File: config.mk
export PLATFORM = sky130hd
export DESIGN_NAME = mmio_uart_tx
export DESIGN_NICKNAME = d
export VERILOG_FILES = /design/src/rtl/mmio_uart_tx_pkg.sv /design/src/rtl/mmio_uart_tx_sync_fifo.sv /design/src/rtl/mmio_uart_tx.sv
export SDC_FILE = /design/constraint.sdc
export NUM_CORES = 1
export LEC_CHECK = 0
export ABC_CLOCK_PERIOD_IN_PS = 2900
export BUFFER_PORTS_ARGS = -buffer_cell sky130_fd_sc_hd__buf_2
export CORE_MARGIN = 2
export CORE_UTILIZATION = 32
export DETAILED_ROUTE_END_ITERATION = 10
export GPL_ROUTABILITY_DRIVEN = 0
export PLACE_DENSITY_LB_ADDON = 0.12
export SYNTH_ARGS = -nofsm -noshare
export SYNTH_HDL_FRONTEND = slang
export SYNTH_SLANG_ARGS = --single-unit
File: constraint.sdc
create_clock -name CLK -period 2.9 [get_ports CLK]
set_input_delay 0.29 -clock CLK [delete_from_list [all_inputs] [get_ports CLK]]
set_output_delay 0.29 -clock CLK [all_outputs]
set_load 0.005 [all_outputs]
File: src/rtl/mmio_uart_tx_pkg.sv
// Shared constants for the memory-mapped UART transmitter:
// FSM encoding, status-word bit positions and register offsets.
package mmio_uart_tx_pkg;

    localparam logic [1:0] ST_IDLE  = 2'd0;
    localparam logic [1:0] ST_START = 2'd1;
    localparam logic [1:0] ST_DATA  = 2'd2;
    localparam logic [1:0] ST_STOP  = 2'd3;

    localparam int STAT_FULL  = 0;
    localparam int STAT_EMPTY = 1;
    localparam int STAT_BUSY  = 2;
    localparam int STAT_OVF   = 3;
    localparam int STAT_CNT   = 4;
    localparam int STAT_CNT_W = 5;

    localparam logic [31:0] OFF_DATA   = 32'd0;
    localparam logic [31:0] OFF_STATUS = 32'd4;

endpackage

File: src/rtl/mmio_uart_tx_sync_fifo.sv
// Small synchronous FIFO holding bytes waiting to be serialised.
// A push into a full FIFO is accepted only when a pop frees a slot.
module sync_fifo #(
    parameter int WIDTH = 8,
    parameter int DEPTH = 8
) (
    input  logic                       clk,
    input  logic                       reset,
    input  logic                       push,
    input  logic                       pop,
    input  logic [WIDTH-1:0]           din,
    output logic [WIDTH-1:0]           dout,
    output logic                       full,
    output logic                       empty,
    output logic [$clog2(DEPTH):0]     count
);

    localparam int AW = $clog2(DEPTH);
    localparam logic [AW:0] FULL_CNT = (AW+1)'(DEPTH);

    logic [WIDTH-1:0] mem [DEPTH];
    logic [AW-1:0]    wr_ptr;
    logic [AW-1:0]    rd_ptr;
    logic             do_push;
    logic             do_pop;

    assign full    = (count == FULL_CNT);
    assign empty   = (count == '0);
    assign do_pop  = pop && !empty;
    assign do_push = push && (!full || do_pop);
    assign dout    = mem[rd_ptr];

    // Storage array; contents need no reset since count gates reads.
    always_ff @(posedge clk) begin
        if (do_push) begin
            mem[wr_ptr] <= din;
        end
    end

    // Pointers wrap naturally at the power-of-two depth.
    always_ff @(posedge clk) begin
        if (!reset) begin
            wr_ptr <= '0;
            rd_ptr <= '0;
            count  <= '0;
        end else begin
            if (do_push) begin
                wr_ptr <= wr_ptr + 1'b1;
            end
            if (do_pop) begin
                rd_ptr <= rd_ptr + 1'b1;
            end
            case ({do_push, do_pop})
                2'b10:   count <= count + 1'b1;
                2'b01:   count <= count - 1'b1;
                default: ;
            endcase
        end
    end

endmodule

File: src/rtl/mmio_uart_tx.sv
// Memory-mapped 8N1 UART transmitter: DATA register feeds a FIFO,
// STATUS register is polled combinationally, tx is registered.
module mmio_uart_tx
    import mmio_uart_tx_pkg::*;
#(
    parameter logic [31:0] BASE_ADDR    = 32'hFFFF_0000,
    parameter int          CLKS_PER_BIT = 16,
    parameter int          FIFO_DEPTH   = 8
) (
    input  logic        CLK,
    input  logic        reset,
    input  logic        MemWrite,
    input  logic [31:0] DataAdr,
    input  logic [31:0] WriteData,
    output logic [31:0] ReadData,
    output logic        tx,
    output logic        busy
);

    localparam int BW = (CLKS_PER_BIT > 1) ? $clog2(CLKS_PER_BIT) : 1;
    localparam logic [BW-1:0] BAUD_LAST = BW'(CLKS_PER_BIT - 1);
    localparam int CW = $clog2(FIFO_DEPTH) + 1;

    logic          data_wr;
    logic          stat_wr;
    logic          pop;
    logic          full;
    logic          empty;
    logic [7:0]    dout;
    logic [CW-1:0] count;
    logic [1:0]    state;
    logic [BW-1:0] baud;
    logic [2:0]    bit_idx;
    logic [7:0]    shift;
    logic          tx_q;
    logic          overflow;
    logic [31:0]   status;
    logic          unused_wdata;

    assign data_wr = MemWrite && (DataAdr == BASE_ADDR + OFF_DATA);
    assign stat_wr = MemWrite && (DataAdr == BASE_ADDR + OFF_STATUS);
    assign pop     = (state == ST_IDLE) && !empty;
    assign busy    = !empty || (state != ST_IDLE);
    assign tx      = tx_q;

    assign unused_wdata = ^WriteData[31:8];

    sync_fifo #(
        .WIDTH (8),
        .DEPTH (FIFO_DEPTH)
    ) u_fifo (
        .clk   (CLK),
        .reset (reset),
        .push  (data_wr),
        .pop   (pop),
        .din   (WriteData[7:0]),
        .dout  (dout),
        .full  (full),
        .empty (empty),
        .count (count)
    );

    // Sticky overflow: a DATA write that finds no free slot sets it.
    always_ff @(posedge CLK) begin
        if (!reset) begin
            overflow <= 1'b0;
        end else if (data_wr && full && !pop) begin
            overflow <= 1'b1;
        end else if (stat_wr && WriteData[STAT_OVF]) begin
            overflow <= 1'b0;
        end
    end

    // Frame serialiser; tx changes only on state/bit boundaries.
    always_ff @(posedge CLK) begin
        if (!reset) begin
            state   <= ST_IDLE;
            baud    <= '0;
            bit_idx <= '0;
            shift   <= '0;
            tx_q    <= 1'b1;
        end else begin
            case (state)
                ST_IDLE: begin
                    tx_q <= 1'b1;
                    if (!empty) begin
                        shift <= dout;
                        baud  <= '0;
                        state <= ST_START;
                        tx_q  <= 1'b0;
                    end
                end
                ST_START: begin
                    if (baud == BAUD_LAST) begin
                        baud    <= '0;
                        bit_idx <= '0;
                        state   <= ST_DATA;
                        tx_q    <= shift[0];
                    end else begin
                        baud <= baud + 1'b1;
                    end
                end
                ST_DATA: begin
                    if (baud == BAUD_LAST) begin
                        baud  <= '0;
                        shift <= {1'b0, shift[7:1]};
                        if (bit_idx == 3'd7) begin
                            state <= ST_STOP;
                            tx_q  <= 1'b1;
                        end else begin
                            bit_idx <= bit_idx + 3'd1;
                            tx_q    <= shift[1];
                        end
                    end else begin
                        baud <= baud + 1'b1;
                    end
                end
                ST_STOP: begin
                    if (baud == BAUD_LAST) begin
                        baud  <= '0;
                        state <= ST_IDLE;
                        tx_q  <= 1'b1;
                    end else begin
                        baud <= baud + 1'b1;
                    end
                end
                default: state <= ST_IDLE;
            endcase
        end
    end

    // Status word assembly for polling.
    always_comb begin
        status                          = '0;
        status[STAT_FULL]               = full;
        status[STAT_EMPTY]              = empty;
        status[STAT_BUSY]               = busy;
        status[STAT_OVF]                = overflow;
        status[STAT_CNT +: STAT_CNT_W]  = STAT_CNT_W'(count);
    end

    assign ReadData = (DataAdr == BASE_ADDR + OFF_STATUS) ? status : '0;

endmodule

==> results.md <==
- In this run the critical register-to-register path is captured at u_fifo.count[3]$_SDFFE_PN0P_.
- In this run the worst path has a maximum fanout of 6.
- For this design the total switching power over the nets is 0.7794 mW.
- The clock share of power is 0.397.
- The number of antenna violations at the first check in global routing is 0.
- The worst hold path begins at WriteData[4].
- The clock tree from TritonCTS is built.
- The count of nets after finishing is 479.
- For this configuration, the core starts out at a cell density of 0.3306.
- The sequential group share of total power is 0.495.
- 101 I/O pins were placed.
- The internal power summed over all cells is 2.238 mW.
- The fraction of final layout cells sized beyond drive strength 1 is 0.3342.
- The number of instances in the synthesized netlist is 338.
- The total of endpoints with negative setup slack in the final report is 0.
- The number of cell instances on the worst register-to-register path is 11.
- The worst setup path is captured at a flip-flop.
- The startpoint of the worst setup timing path is state[0]$_SDFFE_PN0P_.
- The destination of the worst hold path is u_fifo.mem[5][4]$_DFFE_PP_.
- Setup repair after global routing left no endpoint under its margin.
- The repair_antennas step left the layout with diodes totalling 0.
- The element type at the critical path start is a flip-flop.
- The max capacitance violation total is 0.
- Summed over all cells, the static leakage comes to 1.935 nW.
- In this run the critical register-to-register path is launched from state[0]$_SDFFE_PN0P_.
- The cell area that synthesis handed to floorplanning was 0.004624 mm2.
- Of the total power, combinational logic draws 0.108.
- The region available for standard cell placement spans 0.01399 mm2.
- The flow ran to the end, and the final reports show no timing, DRC or antenna violations.
- The number of clock buffers added by TritonCTS is 9.
- The synthesized design contains 64 enable-type register cells.
- The area growth from synthesis to layout is 15.48%.
- The number of warnings reported in the yosys synthesis log is 0.
- The die width is 124.2 um.
- In the synthesized netlist the async set-or-reset flop fraction comes to 0.
- The flop and latch count out of synthesis is 96.
- The required time of the critical path is 3.17 ns.
- The worst-case vdd ir drop is 0.2365 mV.
- The final max-slew violation count is 0.
- The highest cell delay on the worst timing path is 0.34 ns.
- For the worst setup path, the data arrival time is 2.82 ns.
- The longest clock path from root to sink contains 2 buffers.
- Yosys mapped the design onto 60 distinct sky130hd cell types.
- Hold repair after CTS inserted 0 buffers.
- The peak clock frequency supported by timing is 0.3926 GHz.
- The share of synthesized area occupied by flip-flops and latches is 0.5541.
- The floorplan step defined a die boundary enclosing 0.01543 mm2.
- The master of the slowest instance on the critical path is dfxtp_1.
- Of the total power, the share spent switching nets is 0.2583.
- The worst-case clock skew is 0.009765 ns.
- Walking the worst path, the cells encountered are inv_1 > ha_1 > bufinv_8 > nor2_1 > o31a_4 > ha_1 > a21o_1 > a21oi_1 > nor2_1 > a22oi_2 > mux2i_1.
- For the pin with the worst max-slew slack, the measured transition is 0.6823 ns.
- At the placement stage, the worst setup path has a slack of 0.3294 ns.
- Setup total negative slack on the finished layout was measured at 0 ns.
- The first global-routing pass estimated 14380 um of wire.
- Each instance of the synthesized netlist takes up on average 13.68 um2.
- The post-cts gate resize count is 0.
- The largest net degree at the start of global routing is 35.
- The worst path setup slack after routing is 0.3528 ns.
- The die span in y is 124.2 um.
- In the finished design, the share of the clock period the worst path needs comes to 0.8783.
- Once detailed placement completed, the half-perimeter wirelength came to 6005 um.
- The per-cell routed wire length is 15.20 um.
- CTS placed an instance of clkbuf_16 at the clock tree root.
- The final global-route overflow total is 0.
- The clock latency of the later-clocked register in the worst-skew pair is 0.35 ns.
- The post-detailed-route DRC marker count is 0.
- The path class of the tightest hold or removal check is in -> reg.
- The all-layer global routing usage is 0.1201.
- The H-tree depth reported by CTS is 3.
- The number of sinks driven by the clock tree is 96.
- The kind of critical path is reg -> reg.
- Post-CTS timing repair inserted 0 buffers for setup.
- In this run the register-to-register setup slack is 0.35 ns.
- The number of iterations in the first detailed-routing pass is 4.
- After layout, the minimum clock period comes to 2.547 ns.
- The detailed router placed 2747 vias in this run.
- After clock tree synthesis, the clock-pin slew on the worst setup and hold paths is 0.08 ns.
- The mean number of vias per cell is 4.704.
- The floorplan has 43 rows.
- In this run the power density over the cells is 565.1 mW/mm2.
- The hold violation total from the final report is 0.
- The routed design has 8877 um of wire.
- Among all flip-flop cells after synthesis, the most frequent one is edfxtp_1.
- The post-route antenna net violation count is 0.
- After the first detailed-routing iteration, the DRC count stood at 132.
- In this run the tightest slew margin relative to its limit is 0.5435.
- The number of global-route vias before repair is 2731.
- The count of buffers from port buffering is 52.
- The hold-critical path depth is 1.
## stage by stage
step                      power [mW]  std cells  utilization  area [um2]  hold slack [ns]
after global placement         1.854        568       0.3600        5036           0.4530
after global routing           3.167        584       0.3818        5340           0.2140
after floorplan                1.777        361            -        4711           0.3889
after detailed placement       1.854        568       0.3600        5036           0.4584
final                          3.018        584       0.3818        5340           0.2097
after CTS                      3.067        584       0.3818        5340           0.1988
## synth_stat cells, types with 2 or more instances
cell type | number | area, um2
inv_1 | 9 | 33.78
or4_4 | 2 | 22.52
clkbuf_1 | 5 | 18.77
nor4_2 | 4 | 50.05
xnor2_1 | 3 | 26.28
nor2b_1 | 16 | 100.1
a221oi_1 | 5 | 43.79
a21boi_0 | 5 | 37.54
mux2_2 | 9 | 101.4
nor3b_1 | 3 | 22.52
buf_1 | 2 | 7.510
and2_1 | 7 | 43.79
nand2b_1 | 3 | 18.77
buf_2 | 2 | 10.01
a221oi_2 | 2 | 30.03
xor2_1 | 2 | 17.52
nor4b_2 | 3 | 45.04
nand3_1 | 8 | 40.04
nor3_1 | 4 | 20.02
or2b_2 | 2 | 17.52
edfxtp_1 | 64 | 1922
a21oi_1 | 3 | 15.01
a31oi_1 | 2 | 12.51
nand2_1 | 23 | 86.33
dfxtp_1 | 32 | 640.6
nor3_2 | 2 | 20.02
buf_4 | 25 | 187.7
nor4_1 | 8 | 50.05
nor2_1 | 15 | 56.30
ha_1 | 12 | 150.1
buf_6 | 2 | 22.52
o21ai_0 | 3 | 15.01
nand4_1 | 2 | 12.51
mux2i_1 | 6 | 60.06
dlygate4sd1_1 | 2 | 17.52
mux4_2 | 16 | 360.4
o21a_1 | 2 | 15.01
## power groups by stage
stage	sequential (mW)	combinational, mW	clock, mW
2_1_floorplan	1.52	0.255	0
3_3_place_gp	1.52	0.330	0
3_5_place_dp	1.52	0.331	0
4_1_cts	1.49	0.332	1.24
5_1_grt	1.50	0.369	1.30
6_report	1.49	0.327	1.20
## layer usage
layer / track usage / wire length (um) / vias up
met1: 0.1524 / 4078 / 1312
met5: 0 / 0 / -
li1: - / - / 1339
met4: 0.05948 / 178 / 0
met2: 0.1996 / 4205 / 85
met3: 0.01850 / 415 / 11
## worst max-delay path: cells and delay by family, from the launching register on
family | cells | cell delay, ns
AO/OA/AOI/OAI | 4 | 0.82
adder cells (fa/ha/maj) | 2 | 0.41
AND/OR/NAND/NOR | 2 | 0.41
flip-flops | 1 | 0.34
buffers and inverters | 2 | 0.30
multiplexers | 1 | 0.19
## cells in the final DEF, fill, tap and decap left out, types with 3 or more instances in the layout
cell type and instances:
a21boi_0 5, a21oi_1 3, a221oi_1 5, and2_1 7, buf_2 52, buf_4 13, clkbuf_16 9, conb_1 24
dfxtp_1 32, edfxtp_1 64, ha_1 12, inv_1 9, inv_8 4, mux2_2 9, mux2i_1 6, mux4_2 16
nand2_1 23, nand2b_1 3, nand3_1 8, nor2_1 15, nor2b_1 16, nor3_1 4, nor3b_1 3, nor4_1 7
nor4_2 5, nor4b_2 3, o21ai_0 3, xnor2_1 3
## worst max-delay path by stage
stage | endpoint | cells after the start | slack (ns)
final | u_fifo.count[3]$_SDFFE_PN0P_ | 11 | 0.35
after global routing | u_fifo.count[3]$_SDFFE_PN0P_ | 11 | 0.12
after detailed placement | u_fifo.count[3]$_SDFFE_PN0P_ | 10 | 0.33
after CTS | u_fifo.count[3]$_SDFFE_PN0P_ | 11 | 0.31
after global placement | u_fifo.count[3]$_SDFFE_PN0P_ | 10 | 0.34
after floorplan | u_fifo.mem[0][0]$_DFFE_PP_ | 6 | 0.28
## area by class of cell
class,count,area (um2)
flip-flops and latches,96,2562
multi-input cells,217,1839
inverters,10,51.30
clock inverters,7,78.83
fillers,1362,8648
clock buffers,9,225.2
well taps,180,225.2
repair buffers,65,357.8
## cell families after synthesis
group / count (synthesis) / share of synthesized area
other: 1 / 0.0008109
AND/OR/NAND/NOR: 111 / 0.1529
buffers and inverters: 48 / 0.06818
XOR/XNOR: 5 / 0.009471
adder cells (fa/ha/maj): 13 / 0.03680
flip-flops: 96 / 0.5541
AO/OA/AOI/OAI: 33 / 0.06494
multiplexers: 31 / 0.1128
## flip-flops by register name, indices dropped and copies added (netlist names), named ones only
signal / count
state: 2
u_fifo.rd_ptr: 3
u_fifo.mem: 64
u_fifo.wr_ptr: 3
overflow: 1
shift: 8
u_fifo.count: 4
bit_idx: 3
baud: 4
tx: 1
Power figures use the tool's default switching activity.
